### src/rtl/pi_uart_tx_if.sv
// Byte-offer bus between fabric logic and the Pi UART transmitter.
//
// valid/ready: the master drives data_in and raises data_valid; a byte
// moves on every rising clock edge where data_valid && data_ready are both
// high. While data_valid=1 and data_ready=0 the master holds data_in
// stable and keeps data_valid high. data_ready does not depend
// combinationally on data_valid.
interface pi_uart_tx_if;
  logic [7:0] data_in;
  logic       data_valid;
  logic       data_ready;

  modport master (output data_in, output data_valid, input data_ready);
  modport slave  (input data_in, input data_valid, output data_ready);
endinterface

### src/rtl/pi_uart_tx.sv
// 8N1 UART transmitter, FPGA-to-Pi direction of the GPIO link.
// Bytes are queued in a small FIFO and shifted out LSB-first at CLK_HZ/BAUD.
// Stop-to-start runs back-to-back when the FIFO still holds data.
module pi_uart_tx #(
  parameter int CLK_HZ     = 12000000,
  parameter int BAUD       = 115200,
  parameter int FIFO_DEPTH = 4
) (
  input  logic             clk12,
  input  logic             sys_rst_n,
  pi_uart_tx_if.slave      bus,
  output logic             tx_out,
  output logic             tx_active,
  output logic [1:0]       state_dbg
);

  // Bit period in clock cycles; must be at least 2.
  localparam int DIV = CLK_HZ / BAUD;
  localparam int CW  = (DIV > 1) ? $clog2(DIV) : 1;
  // FIFO_DEPTH must be a power of two so pointers wrap naturally.
  localparam int AW  = $clog2(FIFO_DEPTH);

  localparam logic [CW-1:0] BAUD_LAST = CW'(DIV - 1);
  localparam logic [CW-1:0] BAUD_ONE  = CW'(1);
  localparam logic [AW:0]   FULL_CNT  = (AW + 1)'(FIFO_DEPTH);
  localparam logic [AW:0]   CNT_ONE   = (AW + 1)'(1);
  localparam logic [AW-1:0] PTR_ONE   = AW'(1);

  typedef enum logic [1:0] {
    IDLE  = 2'd0,
    START = 2'd1,
    DATA  = 2'd2,
    STOP  = 2'd3
  } state_t;

  state_t        state, state_next;
  logic [CW-1:0] baud_cnt, baud_next;
  logic [2:0]    bit_idx, idx_next;
  logic [7:0]    shift_q, shift_next;
  logic          tx_q, tx_next;
  logic          baud_end;

  logic [7:0]    mem [FIFO_DEPTH];
  logic [AW-1:0] wr_ptr, rd_ptr;
  logic [AW:0]   count, count_next;
  logic          ready_q;
  logic          push, pop;
  logic          fifo_empty;
  logic [7:0]    head;

  assign push       = bus.data_valid && ready_q;
  assign fifo_empty = (count == '0);
  assign head       = mem[rd_ptr];

  assign bus.data_ready = ready_q;
  assign tx_out         = tx_q;
  assign state_dbg      = state;

  // FIFO occupancy after this edge; push and pop together cancel out.
  always_comb begin
    count_next = count;
    case ({push, pop})
      2'b10:   count_next = count + CNT_ONE;
      2'b01:   count_next = count - CNT_ONE;
      default: count_next = count;
    endcase
  end

  // Frame sequencer: decides next line level, shift contents and FIFO pop.
  always_comb begin
    state_next = state;
    baud_next  = baud_cnt + BAUD_ONE;
    idx_next   = bit_idx;
    shift_next = shift_q;
    tx_next    = tx_q;
    pop        = 1'b0;
    baud_end   = (baud_cnt == BAUD_LAST);
    case (state)
      IDLE: begin
        baud_next = '0;
        if (!fifo_empty) begin
          pop        = 1'b1;
          shift_next = head;
          tx_next    = 1'b0;
          state_next = START;
        end
      end
      START: begin
        if (baud_end) begin
          baud_next  = '0;
          tx_next    = shift_q[0];
          idx_next   = 3'd0;
          state_next = DATA;
        end
      end
      DATA: begin
        if (baud_end) begin
          baud_next = '0;
          if (bit_idx == 3'd7) begin
            tx_next    = 1'b1;
            state_next = STOP;
          end else begin
            shift_next = {1'b0, shift_q[7:1]};
            tx_next    = shift_q[1];
            idx_next   = bit_idx + 3'd1;
          end
        end
      end
      STOP: begin
        if (baud_end) begin
          baud_next = '0;
          // Chain straight into the next start bit when more data waits.
          if (!fifo_empty) begin
            pop        = 1'b1;
            shift_next = head;
            tx_next    = 1'b0;
            state_next = START;
          end else begin
            state_next = IDLE;
          end
        end
      end
      default: begin
        baud_next  = '0;
        tx_next    = 1'b1;
        state_next = IDLE;
      end
    endcase
  end

  // FIFO storage; contents need no reset since count gates every read.
  always_ff @(posedge clk12) begin
    if (push) mem[wr_ptr] <= bus.data_in;
  end

  // State, counters, FIFO pointers and registered status outputs.
  always_ff @(posedge clk12 or negedge sys_rst_n) begin
    if (!sys_rst_n) begin
      state     <= IDLE;
      baud_cnt  <= '0;
      bit_idx   <= 3'd0;
      shift_q   <= 8'h00;
      tx_q      <= 1'b1;
      wr_ptr    <= '0;
      rd_ptr    <= '0;
      count     <= '0;
      ready_q   <= 1'b1;
      tx_active <= 1'b0;
    end else begin
      state     <= state_next;
      baud_cnt  <= baud_next;
      bit_idx   <= idx_next;
      shift_q   <= shift_next;
      tx_q      <= tx_next;
      count     <= count_next;
      ready_q   <= (count_next != FULL_CNT);
      tx_active <= (state_next != IDLE) || (count_next != '0);
      if (push) wr_ptr <= wr_ptr + PTR_ONE;
      if (pop)  rd_ptr <= rd_ptr + PTR_ONE;
    end
  end

endmodule

### src/flat_wrapper.sv
// flat-port wrapper written by rule: the top's interface ports become plain ports
module pi_uart_tx_flat 
#(
  parameter int CLK_HZ     = 12000000,
  parameter int BAUD       = 115200,
  parameter int FIFO_DEPTH = 4
)
  (clk12, sys_rst_n, tx_out, tx_active, state_dbg, bus_data_in, bus_data_valid, bus_data_ready);
  pi_uart_tx_if bus_i ();
  input  logic clk12;
  input  logic sys_rst_n;
  output logic tx_out;
  output logic tx_active;
  output logic [1:0] state_dbg;
  input wire logic [$bits(bus_i.data_in)-1:0] bus_data_in;
  input wire logic [$bits(bus_i.data_valid)-1:0] bus_data_valid;
  output wire logic [$bits(bus_i.data_ready)-1:0] bus_data_ready;
  assign bus_i.data_in = bus_data_in;
  assign bus_i.data_valid = bus_data_valid;
  assign bus_data_ready = bus_i.data_ready;
  pi_uart_tx #(.CLK_HZ(CLK_HZ), .BAUD(BAUD), .FIFO_DEPTH(FIFO_DEPTH)) u_core (.clk12(clk12), .sys_rst_n(sys_rst_n), .bus(bus_i), .tx_out(tx_out), .tx_active(tx_active), .state_dbg(state_dbg));
endmodule
### config.mk
export PLATFORM = sky130hd
export DESIGN_NAME = pi_uart_tx_flat
export DESIGN_NICKNAME = d
export VERILOG_FILES = /design/src/rtl/pi_uart_tx_if.sv /design/src/rtl/pi_uart_tx.sv /design/src/flat_wrapper.sv
export SDC_FILE = /design/constraint.sdc
export NUM_CORES = 1
export LEC_CHECK = 0
export ABC_AREA = 1
export CORE_ASPECT_RATIO = 1.75
export CORE_MARGIN = 3
export CORE_UTILIZATION = 59
export DETAILED_ROUTE_END_ITERATION = 8
export PLACE_DENSITY = 0.75
export RECOVER_POWER = 100
export SLEW_MARGIN = 20
export SYNTH_ARGS = -nofsm -noshare
export SYNTH_HDL_FRONTEND = slang
export SYNTH_SLANG_ARGS = --single-unit
### constraint.sdc
create_clock -name clk12 -period 3.4 [get_ports clk12]
set_input_delay 0.51 -clock clk12 [delete_from_list [all_inputs] [get_ports clk12]]
set_output_delay 0.51 -clock clk12 [all_outputs]
set_load 0.05 [all_outputs]
==> results of run 1 <==
[sequential cells by signal, indices dropped and copies added, names as in the netlist]
signal,cells
u_core.bus.data_ready,1
u_core.state_dbg,2
u_core.baud_cnt,7
u_core.bit_idx,3
u_core.mem,32
u_core.tx_out,1
u_core.tx_active,1
u_core.rd_ptr,2
u_core.wr_ptr,2
u_core.count,3
u_core.shift_q,8
[worst paths after layout]
kind,from,end,slack [ns],cells after the start
max,u_core.baud_cnt[0]$_DFF_PN0_,u_core.tx_active$_DFF_PN0_,0.54,15
min,u_core.baud_cnt[0]$_DFF_PN0_,u_core.baud_cnt[0]$_DFF_PN0_,0.47,1
max reg2reg,u_core.baud_cnt[0]$_DFF_PN0_,u_core.tx_active$_DFF_PN0_,0.54,15
min reg2reg,u_core.baud_cnt[0]$_DFF_PN0_,u_core.baud_cnt[0]$_DFF_PN0_,0.47,1
max in group asynchronous,sys_rst_n,u_core.shift_q[2]$_DFFE_PN0P_,1.35,2
min in group asynchronous,sys_rst_n,u_core.count[0]$_DFF_PN0_,1.11,2
[metrics by stage]
stage          total power, mW  utilization [%]  instances
6_report                  3.10             70.0        382
5_1_grt                   3.36             70.0        382
4_1_cts                   3.17             70.5        382
3_5_place_dp              2.46             65.9        366
2_1_floorplan             2.17                -        304
3_3_place_gp              2.42             65.9        366
[synth_stat cells (3+ instances only)]
library cell and instances:
nand2_1 87, nand3_1 36, edfxtp_1 32, dfrtp_1 28, nor2_1 27, inv_1 22, ha_1 13, o21ai_0 12
xor2_1 5, inv_2 4, nand4_1 4, buf_2 3, buf_4 3, nand3_2 3
[worst max-delay path, stage by stage, from the launching register on]
cell and delay [ns]:
dfrtp_1 0.37, ha_1 0.22, nand2_1 0.09, clkinv_1 0.06
nand3_1 0.19, o21ai_0 0.34, nand3_1 0.18, inv_1 0.09
ha_1 0.13, inv_1 0.06, fa_1 0.37, or2_2 0.32
nand4_1 0.09, nand3_1 0.08, nor2_1 0.10, nand2_1 0.05
[kinds of logic after synthesis]
kind of cell | after synthesis
AOI/OAI and AO/OA | 19
adders and majority gates | 14
buffers and inverters | 34
DFF | 62
and+or+nand+nor | 169
xor gates and xnor gates | 6
[layer usage]
metal	up-vias	routed length, um
li1	1038	-
met1	962	1990
met2	42	2810
met3	10	175
met4	0	90
met5	-	0
[layout make-up]
type	instances	area [um2]
sequential	62	1710
fill	389	1440
multi-input combinational	208	1090
timing repair buffer	16	154
clock buffer	9	124
inverter	28	108
clock inverter	7	97.6
tap	52	65.1
[power breakdown]
part           switching, mW  internal (mW)  total [mW]
combinational          0.815          0.407        1.22
clock                  0.285          0.414       0.699
sequential             0.157           1.02        1.17
[cell usage in the layout, fill, tap and decap left out, drive strengths merged]
cell type	netlist	routed
a21oi	2	2
a31oi	1	1
bufinv	0	2
clkbuf	0	10
clkinv	1	4
clkinvlp	0	2
dfrtp	28	28
dfstp	2	2
dlygate4sd3	0	15
edfxtp	32	32
fa	1	1
ha	13	13
inv	27	27
nand2	91	91
nand3	39	39
nand4	4	4
nor2	31	31
nor3b	1	1
o21ai	16	16
or2	3	3
xnor2	1	1
xor2	5	5
==> results.sh, run 1 <==
export IMPL_grtUsageMet1_pct=21.4
export IMPL_antenna_cells=0
export IMPL_synth_edff_count=32
export IMPL_grt_pass1_wl_um=8770
export IMPL_finalSetupViolations=0
export IMPL_via_per_inst=5.37
export IMPL_grt_max_degree=31
export IMPL_yosysSeqAreaShare_pct=57.7
export IMPL_dieArea_um2=5960
export IMPL_ys_seq_elements=62
export IMPL_clkSinkCount=62
export IMPL_cts_max_path_buffers=2
export IMPL_post_cts_setup_buffers=0
export IMPL_finalCriticalPeriod_ns=2.86
export IMPL_drtIter0Drc=97
export IMPL_area_growth_pct=12.8
export IMPL_grt_usage_pct=19.7
export IMPL_syn_area_um2=2970
export IMPL_met3_usage_pct=4.63
export IMPL_cts_root_buf="clkbuf_8"
export IMPL_holdWs_ns=0.468
export IMPL_path_class="flop to flop"
export IMPL_clk_pin_slew_ns=0.07
export IMPL_worst_slack_ns=0.538
export IMPL_antenna_found_initial=0
export IMPL_design_area_um2=3350
export IMPL_synth_top_area_share_pct=32.3
export IMPL_fin_nets=350
export IMPL_cts_hold_buf=0
export IMPL_maxCapViolCount=1
export IMPL_drcViolationCount=0
export IMPL_vias=2052
export IMPL_cts_repair_resized=0
export IMPL_powerDensity_nw_per_um2=924
export IMPL_drtAntennaViolNets=0
export IMPL_yosysWarnings=0
export IMPL_gr_usage_met2_pct=34.4
export IMPL_synthSimpleGateAreaFrac_pct=26.0
export IMPL_start_util_pct=62.0
export IMPL_p_leak_nw=1.50
export IMPL_ioPinCount=16
export IMPL_overflow=0
export IMPL_setup_tns_ns=0
export IMPL_cp_end_kind="flop"
export IMPL_worstMarginPinSlew_ns=1.60
export IMPL_fin_skew_ns=0.00998
export IMPL_yosys_area_top_type="edfxtp_1"
export IMPL_grt_pass1_vias=2041
export IMPL_async_flop_share_pct=48.4
export IMPL_avgRoutedWirePerCell_um=13.3
export IMPL_synth_adder_area_share_pct=6.15
export IMPL_status="complete, but fails checks"
export IMPL_hp_class="flop to flop"
export IMPL_fin_crit_sh_pct=84.2
export IMPL_grt_busiest_layer="met2"
export IMPL_synth_xor_area_share_pct=1.77
export IMPL_yosys_cell_types_count=31
export IMPL_cts_tree="built"
export IMPL_clock_fmax_mhz=349
export IMPL_ys_flop_type="edfxtp_1"
export IMPL_avgSynthCellArea_um2=9.78
export IMPL_ir_drop_v=0.000726
export IMPL_final_hold_violation_count=0
export IMPL_dr_pass1_iters=4
export IMPL_worstPathRequired_ns=3.63
export IMPL_clock_latency_ns=0.34
export IMPL_placement_rows=33
export IMPL_postPlaceCellArea_um2=3160
export IMPL_synth_net_count=329
export IMPL_die_y_um=99.9
export IMPL_dp_hpwl_um=3640
export IMPL_io_buffers=15
export IMPL_synth_top_family_by_area="simple AND/OR/NAND/NOR gates"
export IMPL_cts_buffers=9
export IMPL_wirelength_um=5070
export IMPL_cp_start_kind="flop"
export IMPL_slew_violations=31
export IMPL_die_x_um=59.6
export IMPL_arrival_ns=3.09
export IMPL_synth_area_mux_share_pct=0
export IMPL_gp_congestion=0.874
export IMPL_synth_compound_area_share_pct=3.49
export IMPL_maxSlewHeadroom_pct=-6.96
export IMPL_drive_gt1_share_pct=9.70
export IMPL_rsz0062_at_grt="false"
export IMPL_syn_inst=304
export IMPL_critPathMaxFanout=7
export IMPL_dpl_worst_slack_ns=0.792
export IMPL_violations="capacitance limit, slew limit"
export IMPL_synth_area_leaders="edfxtp_1 32%, dfrtp_1 24%, nand2_1 11%, nand3_1 6.1%, ha_1 5.5%"
export IMPL_htreeDepth=3
export IMPL_core_um2=4790
Power figures use the tool's default switching activity.
==> run 2, diff against run 1 <==
- clock period: 3.4 -> 3 ns (I/O delays scaled with it)
==> results.sh, run 2 (same netlist as run 1, synthesis figures left out) <==
export IMPL_antenna_cells=0
export IMPL_fin_skew_ns=0.00913
export IMPL_worstHoldStart="u_core.baud_cnt[0]$_DFF_PN0_"
export IMPL_grt_pass1_wl_um=8530
export IMPL_final_hold_violation_count=0
export IMPL_finalCriticalPeriod_ns=2.61
export IMPL_maxSlewHeadroom_pct=-7.15
export IMPL_arrival_ns=2.84
export IMPL_io_buffers=15
export IMPL_multi_input_area_um2=1100
export IMPL_top_register="u_core.mem"
export IMPL_drtIter0Drc=97
export IMPL_setup_tns_ns=0
export IMPL_timing_reg2reg_setup_slack_ns=0.39
export IMPL_die_y_um=99.9
export IMPL_critPathMaxFanout=7
export IMPL_cts_buffers=9
export IMPL_postPlaceCellArea_um2=3190
export IMPL_ioPinCount=16
export IMPL_switching_share_pct=42.6
export IMPL_reg2regPathDepth=15
export IMPL_vias=2042
export IMPL_htreeDepth=3
export IMPL_clock_latency_ns=0.33
export IMPL_rr_endpoint="u_core.tx_active$_DFF_PN0_"
export IMPL_placement_rows=33
export IMPL_cts_repair_resized=0
export IMPL_drive_gt1_share_pct=10.1
export IMPL_die_x_um=59.6
export IMPL_violations="capacitance limit, slew limit"
export IMPL_via_per_inst=5.28
export IMPL_cts_hold_buf=0
export IMPL_worstPathRequired_ns=3.23
export IMPL_clkSinkCount=62
export IMPL_p_int_mw=1.92
export IMPL_grt_max_degree=31
export IMPL_clk_pin_slew_ns=0.07
export IMPL_finalSetupViolations=0
export IMPL_path_class="flop to flop"
export IMPL_grt_pass1_vias=1975
export IMPL_largest_reg_flops=32
export IMPL_power_frac_seq_pct=39.4
export IMPL_area_growth_pct=12.3
export IMPL_design_area_um2=3340
export IMPL_worstMarginPinSlew_ns=1.61
export IMPL_p_leak_nw=1.50
export IMPL_min_to="u_core.baud_cnt[0]$_DFF_PN0_"
export IMPL_fin_nets=355
export IMPL_rsz0062_at_grt="false"
export IMPL_cts_tree="built"
export IMPL_reg_largest_list="u_core.mem: 32 flops, u_core.shift_q: 8 flops, u_core.baud_cnt: 7 flops"
export IMPL_cts_root_buf="clkbuf_8"
export IMPL_ir_drop_v=0.000789
export IMPL_utilization_pct=69.7
export IMPL_cp_end_kind="flop"
export IMPL_min_delay_path_depth=1
export IMPL_dp_hpwl_um=3660
export IMPL_gp_congestion=0.876
export IMPL_clockPowerShare_pct=18.6
export IMPL_antenna_found_initial=0
export IMPL_final_cell_mix="88 x nand2_1, 36 x nand3_1, 32 x edfxtp_1, 28 x dfrtp_1, 27 x nor2_1"
export IMPL_hp_class="flop to flop"
export IMPL_powerDensity_nw_per_um2=1000
export IMPL_reg2reg_from="u_core.baud_cnt[0]$_DFF_PN0_"
export IMPL_dieArea_um2=5960
export IMPL_clock_fmax_mhz=383
export IMPL_switching_power_mw=1.43
export IMPL_cp_start_kind="flop"
export IMPL_drcViolationCount=0
export IMPL_wirelength_um=5030
export IMPL_pwr_share_comb_pct=42.0
export IMPL_fill_cells=401
export IMPL_slew_violations=31
export IMPL_dr_pass1_iters=4
export IMPL_post_cts_setup_buffers=0
export IMPL_fin_crit_sh_pct=87.1
export IMPL_start_util_pct=62.0
export IMPL_core_um2=4790
export IMPL_avgRoutedWirePerCell_um=13.0
export IMPL_status="complete, but fails checks"
export IMPL_grt_usage_pct=19.3
export IMPL_drtAntennaViolNets=0
export IMPL_maxCapViolCount=1
export IMPL_cts_max_path_buffers=2
export IMPL_finalPower_mw=3.35
export IMPL_layout_commonest_cell="nand2_1"
export IMPL_holdWs_ns=0.465
export IMPL_seqCellArea_um2=1710
export IMPL_overflow=0
[run 2: final cells by class]
type | instances | area share [%]
Inverter | 28 | 3.22
Sequential cell | 62 | 51.4
Timing Repair Buffer | 21 | 5.17
Tap cell | 52 | 1.95
Clock buffer | 9 | 3.71
Multi-Input combinational cell | 208 | 33.1
Clock inverter | 7 | 1.46
[run 2: how the worst max path moves through the flow]
stage	slack, ns	endpoint	cells after the start	start
2_1_floorplan	0.30	u_core.tx_active$_DFF_PN0_	13	u_core.state_dbg[0]$_DFF_PN0_
3_3_place_gp	0.47	u_core.tx_active$_DFF_PN0_	15	u_core.baud_cnt[0]$_DFF_PN0_
3_5_place_dp	0.39	u_core.tx_active$_DFF_PN0_	15	u_core.baud_cnt[0]$_DFF_PN0_
4_1_cts	0.38	u_core.tx_active$_DFF_PN0_	15	u_core.baud_cnt[0]$_DFF_PN0_
5_1_grt	0.15	u_core.tx_active$_DFF_PN0_	15	u_core.baud_cnt[0]$_DFF_PN0_
6_report	0.39	u_core.tx_active$_DFF_PN0_	15	u_core.baud_cnt[0]$_DFF_PN0_
[run 2: power by group through the flow]
stage | Clock, mW | Combinational (mW) | Sequential, mW
2_1_floorplan | 0 | 1.10 | 1.35
3_3_place_gp | 0 | 1.43 | 1.34
3_5_place_dp | 0 | 1.46 | 1.34
4_1_cts | 0.639 | 1.47 | 1.32
5_1_grt | 0.684 | 1.62 | 1.35
6_report | 0.623 | 1.41 | 1.32
[run 2: metal layers]
metal	GRT usage (%)	vias up	share of wire, %
li1	-	1049	-
met1	21.8	956	39
met2	33.1	28	56
met3	2.83	9	2.9
met4	11.1	0	1.9
met5	0	-	0
[run 2: critical path, stage by stage (launching register included)]
cell	delay, ns
dfrtp_1	0.37
ha_1	0.21
nand2_1	0.08
inv_1	0.08
nand3_2	0.14
o21ai_2	0.20
nand3_1	0.13
inv_1	0.08
ha_1	0.13
inv_1	0.06
fa_1	0.37
or2_2	0.31
nand4_1	0.09
nand3_1	0.08
nor2_1	0.11
nand2_1	0.05
[run 2: metrics by stage]
step,instances,worst slack [ns]
floorplan,304,0.300
CTS,387,0.376
global placement,371,0.467
finish,387,0.387
detailed placement,371,0.394
global route,387,0.150
==> run 3, diff against run 2 <==
--- a/config.mk
+++ b/config.mk
@@ -6,5 +6,4 @@
 export NUM_CORES = 1
 export LEC_CHECK = 0
-export ABC_AREA = 1
 export CORE_ASPECT_RATIO = 1.75
 export CORE_MARGIN = 3
==> constraint.sdc (replaced) <==
create_clock -name clk12 -period 3 [get_ports clk12]
set_input_delay 0.45 -clock clk12 [delete_from_list [all_inputs] [get_ports clk12]]
set_output_delay 0.45 -clock clk12 [all_outputs]
set_load 0.01 [all_outputs]
==> results.sh, run 3 <==
export IMPL_top_register="u_core.mem"
export IMPL_grt_pass1_wl_um=8980
export IMPL_fill_cells=292
export IMPL_gp_congestion=0.826
export IMPL_synth_area_leaders="edfxtp_1 34%, dfrtp_1 25%, mux2_2 6.3%, mux4_2 6.3%, ha_1 5.7%"
export IMPL_seqCellArea_um2=1720
export IMPL_dr_pass1_iters=5
export IMPL_maxCapViolCount=1
export IMPL_largest_reg_flops=32
export IMPL_async_flop_share_pct=48.4
export IMPL_avgSynthCellArea_um2=14.6
export IMPL_layout_commonest_cell="edfxtp_1"
export IMPL_area_growth_pct=17.0
export IMPL_gr_usage_met2_pct=36.5
export IMPL_finalPower_mw=2.29
export IMPL_cts_root_buf="clkbuf_8"
export IMPL_grt_usage_pct=21.1
export IMPL_drtIter0Drc=126
export IMPL_drive_gt1_share_pct=24.0
export IMPL_maxSlewHeadroom_pct=-5.45
export IMPL_synth_edff_count=32
export IMPL_postPlaceCellArea_um2=3080
export IMPL_ioPinCount=16
export IMPL_via_per_inst=6.11
export IMPL_reg_largest_list="u_core.mem: 32 flops, u_core.shift_q: 8 flops, u_core.baud_cnt: 7 flops"
export IMPL_fin_nets=249
export IMPL_grt_busiest_layer="met2"
export IMPL_drtAntennaViolNets=0
export IMPL_avgRoutedWirePerCell_um=18.3
export IMPL_vias=1711
export IMPL_clk_pin_slew_ns=0.07
export IMPL_io_buffers=15
export IMPL_reg2reg_from="u_core.baud_cnt[0]$_DFF_PN0_"
export IMPL_grt_max_degree=31
export IMPL_wirelength_um=5140
export IMPL_antenna_cells=0
export IMPL_die_x_um=58.6
export IMPL_path_class="flop to flop"
export IMPL_htreeDepth=3
export IMPL_slew_violations=31
export IMPL_grt_pass1_vias=1907
export IMPL_worstHoldStart="u_core.tx_out$_DFFE_PN1P_"
export IMPL_syn_inst=196
export IMPL_worstPathRequired_ns=3.21
export IMPL_ys_flop_type="edfxtp_1"
export IMPL_met3_usage_pct=5.82
export IMPL_hp_class="flop to flop"
export IMPL_status="complete, but fails checks"
export IMPL_dp_cells=262
export IMPL_cts_buffers=9
export IMPL_worstMarginPinSlew_ns=1.58
export IMPL_critPathMaxFanout=4
export IMPL_syn_area_um2=2850
export IMPL_die_y_um=98.0
export IMPL_setup_tns_ns=0
export IMPL_cp_end_kind="flop"
export IMPL_cp_start_kind="flop"
export IMPL_final_cell_mix="32 x edfxtp_1, 27 x dfrtp_1, 15 x mux2_2, 15 x dlygate4sd3_1, 12 x ha_1"
export IMPL_yosysWarnings=0
export IMPL_yosys_cell_count_top_type="edfxtp_1"
export IMPL_drcViolationCount=0
export IMPL_ys_seq_elements=62
export IMPL_min_to="u_core.tx_out$_DFFE_PN1P_"
export IMPL_synth_net_count=221
export IMPL_reg2regPathDepth=11
export IMPL_fin_crit_sh_pct=95.7
export IMPL_cts_max_path_buffers=2
export IMPL_yosysSeqAreaShare_pct=60.1
export IMPL_synth_top_area_share_pct=33.7
export IMPL_timing_reg2reg_setup_slack_ns=0.13
export IMPL_core_um2=4520
export IMPL_rsz0062_at_grt="false"
export IMPL_fin_skew_ns=0.00671
export IMPL_cts_hold_buf=0
export IMPL_yosys_cell_types_count=39
export IMPL_p_leak_nw=1.31
export IMPL_dieArea_um2=5740
export IMPL_rr_endpoint="u_core.tx_active$_DFF_PN0_"
export IMPL_finalCriticalPeriod_ns=2.87
export IMPL_clock_fmax_mhz=348
export IMPL_synth_common_cells="32 x edfxtp_1, 28 x dfrtp_1, 16 x mux2_2"
export IMPL_ir_drop_v=0.000865
export IMPL_cts_tree="built"
export IMPL_min_delay_path_depth=2
export IMPL_yosys_area_top_type="edfxtp_1"
export IMPL_dp_hpwl_um=3690
export IMPL_placement_rows=32
export IMPL_finalSetupViolations=0
export IMPL_final_hold_violation_count=0
export IMPL_powerDensity_nw_per_um2=685
export IMPL_grtUsageMet1_pct=23.4
export IMPL_multi_input_area_um2=1090
export IMPL_stdcell_count=280
export IMPL_clock_latency_ns=0.34
export IMPL_violations="capacitance limit, slew limit"
export IMPL_start_util_pct=63.1
export IMPL_clkSinkCount=62
export IMPL_overflow=0
export IMPL_arrival_ns=3.08
export IMPL_antenna_found_initial=0
export IMPL_design_area_um2=3340
-- run 3: worst max-delay path, stage by stage (launching register included) --
cell	delay, ns
dfrtp_1	0.40
ha_4	0.16
and3_4	0.20
a31oi_1	0.13
nor3_2	0.27
ha_1	0.23
inv_1	0.06
fa_1	0.38
xor2_1	0.14
nor2_1	0.07
xor2_1	0.18
or4b_1	0.52
-- run 3: logic make-up after synthesis --
kind of cell / Yosys count / synth area share [%]
flip-flops: 62 / 60.1
adder cells (fa/ha/maj): 14 / 6.40
AO/OA/AOI/OAI: 24 / 6.18
AND/OR/NAND/NOR: 46 / 9.17
XOR/XNOR: 10 / 3.07
buffers and inverters: 16 / 2.46
multiplexers: 24 / 12.6
-- run 3: where the power goes --
group | internal, mW | switching, mW
clock | 0.547 | 0.311
combinational | 0.139 | 0.172
sequential | 1.05 | 0.0716
-- run 3: metal layers --
layer | wire length, um | part of all wire, %
met4 | 77 | 1.5
met2 | 2980 | 58
met3 | 173 | 3.4
met1 | 1900 | 37
met5 | 0 | 0
-- run 3: final cells by class --
cell class	instances	share of cell area [%]
Tap cell	51	1.91
Clock buffer	9	3.71
Sequential cell	62	51.4
Clock inverter	7	3.37
Timing Repair Buffer	23	5.96
Multi-Input combinational cell	118	32.5
Inverter	10	1.12
-- run 3: how the worst max path moves through the flow --
stage	startpoint	to	slack (ns)	cells past startpoint
global placement	u_core.baud_cnt[0]$_DFF_PN0_	u_core.tx_active$_DFF_PN0_	0.14	11
detailed placement	u_core.baud_cnt[0]$_DFF_PN0_	u_core.tx_active$_DFF_PN0_	0.06	11
global route	u_core.baud_cnt[0]$_DFF_PN0_	u_core.tx_active$_DFF_PN0_	0.005	11
CTS	u_core.baud_cnt[0]$_DFF_PN0_	u_core.tx_active$_DFF_PN0_	0.07	11
floorplan	u_core.state_dbg[0]$_DFF_PN0_	u_core.tx_active$_DFF_PN0_	0.1	12
finish	u_core.baud_cnt[0]$_DFF_PN0_	u_core.tx_active$_DFF_PN0_	0.13	11
-- run 3: per-stage QoR --
step / worst slack (ns) / hold WS, ns / utilization, %
after floorplan: 0.0995 / 0.154 / -
after global placement: 0.140 / 0.440 / 68.1
after detailed placement: 0.0601 / 0.458 / 68.1
after CTS: 0.0741 / 0.467 / 73.4
after global routing: 0.00490 / 0.522 / 73.8
final: 0.128 / 0.490 / 73.8
-- run 3: what timing repair did --
item	CTS	global route
setup endpoints to repair	1	1
gates cloned	0	0
pin swaps	0	5
resized for setup	1	7
buffers inserted	0	2
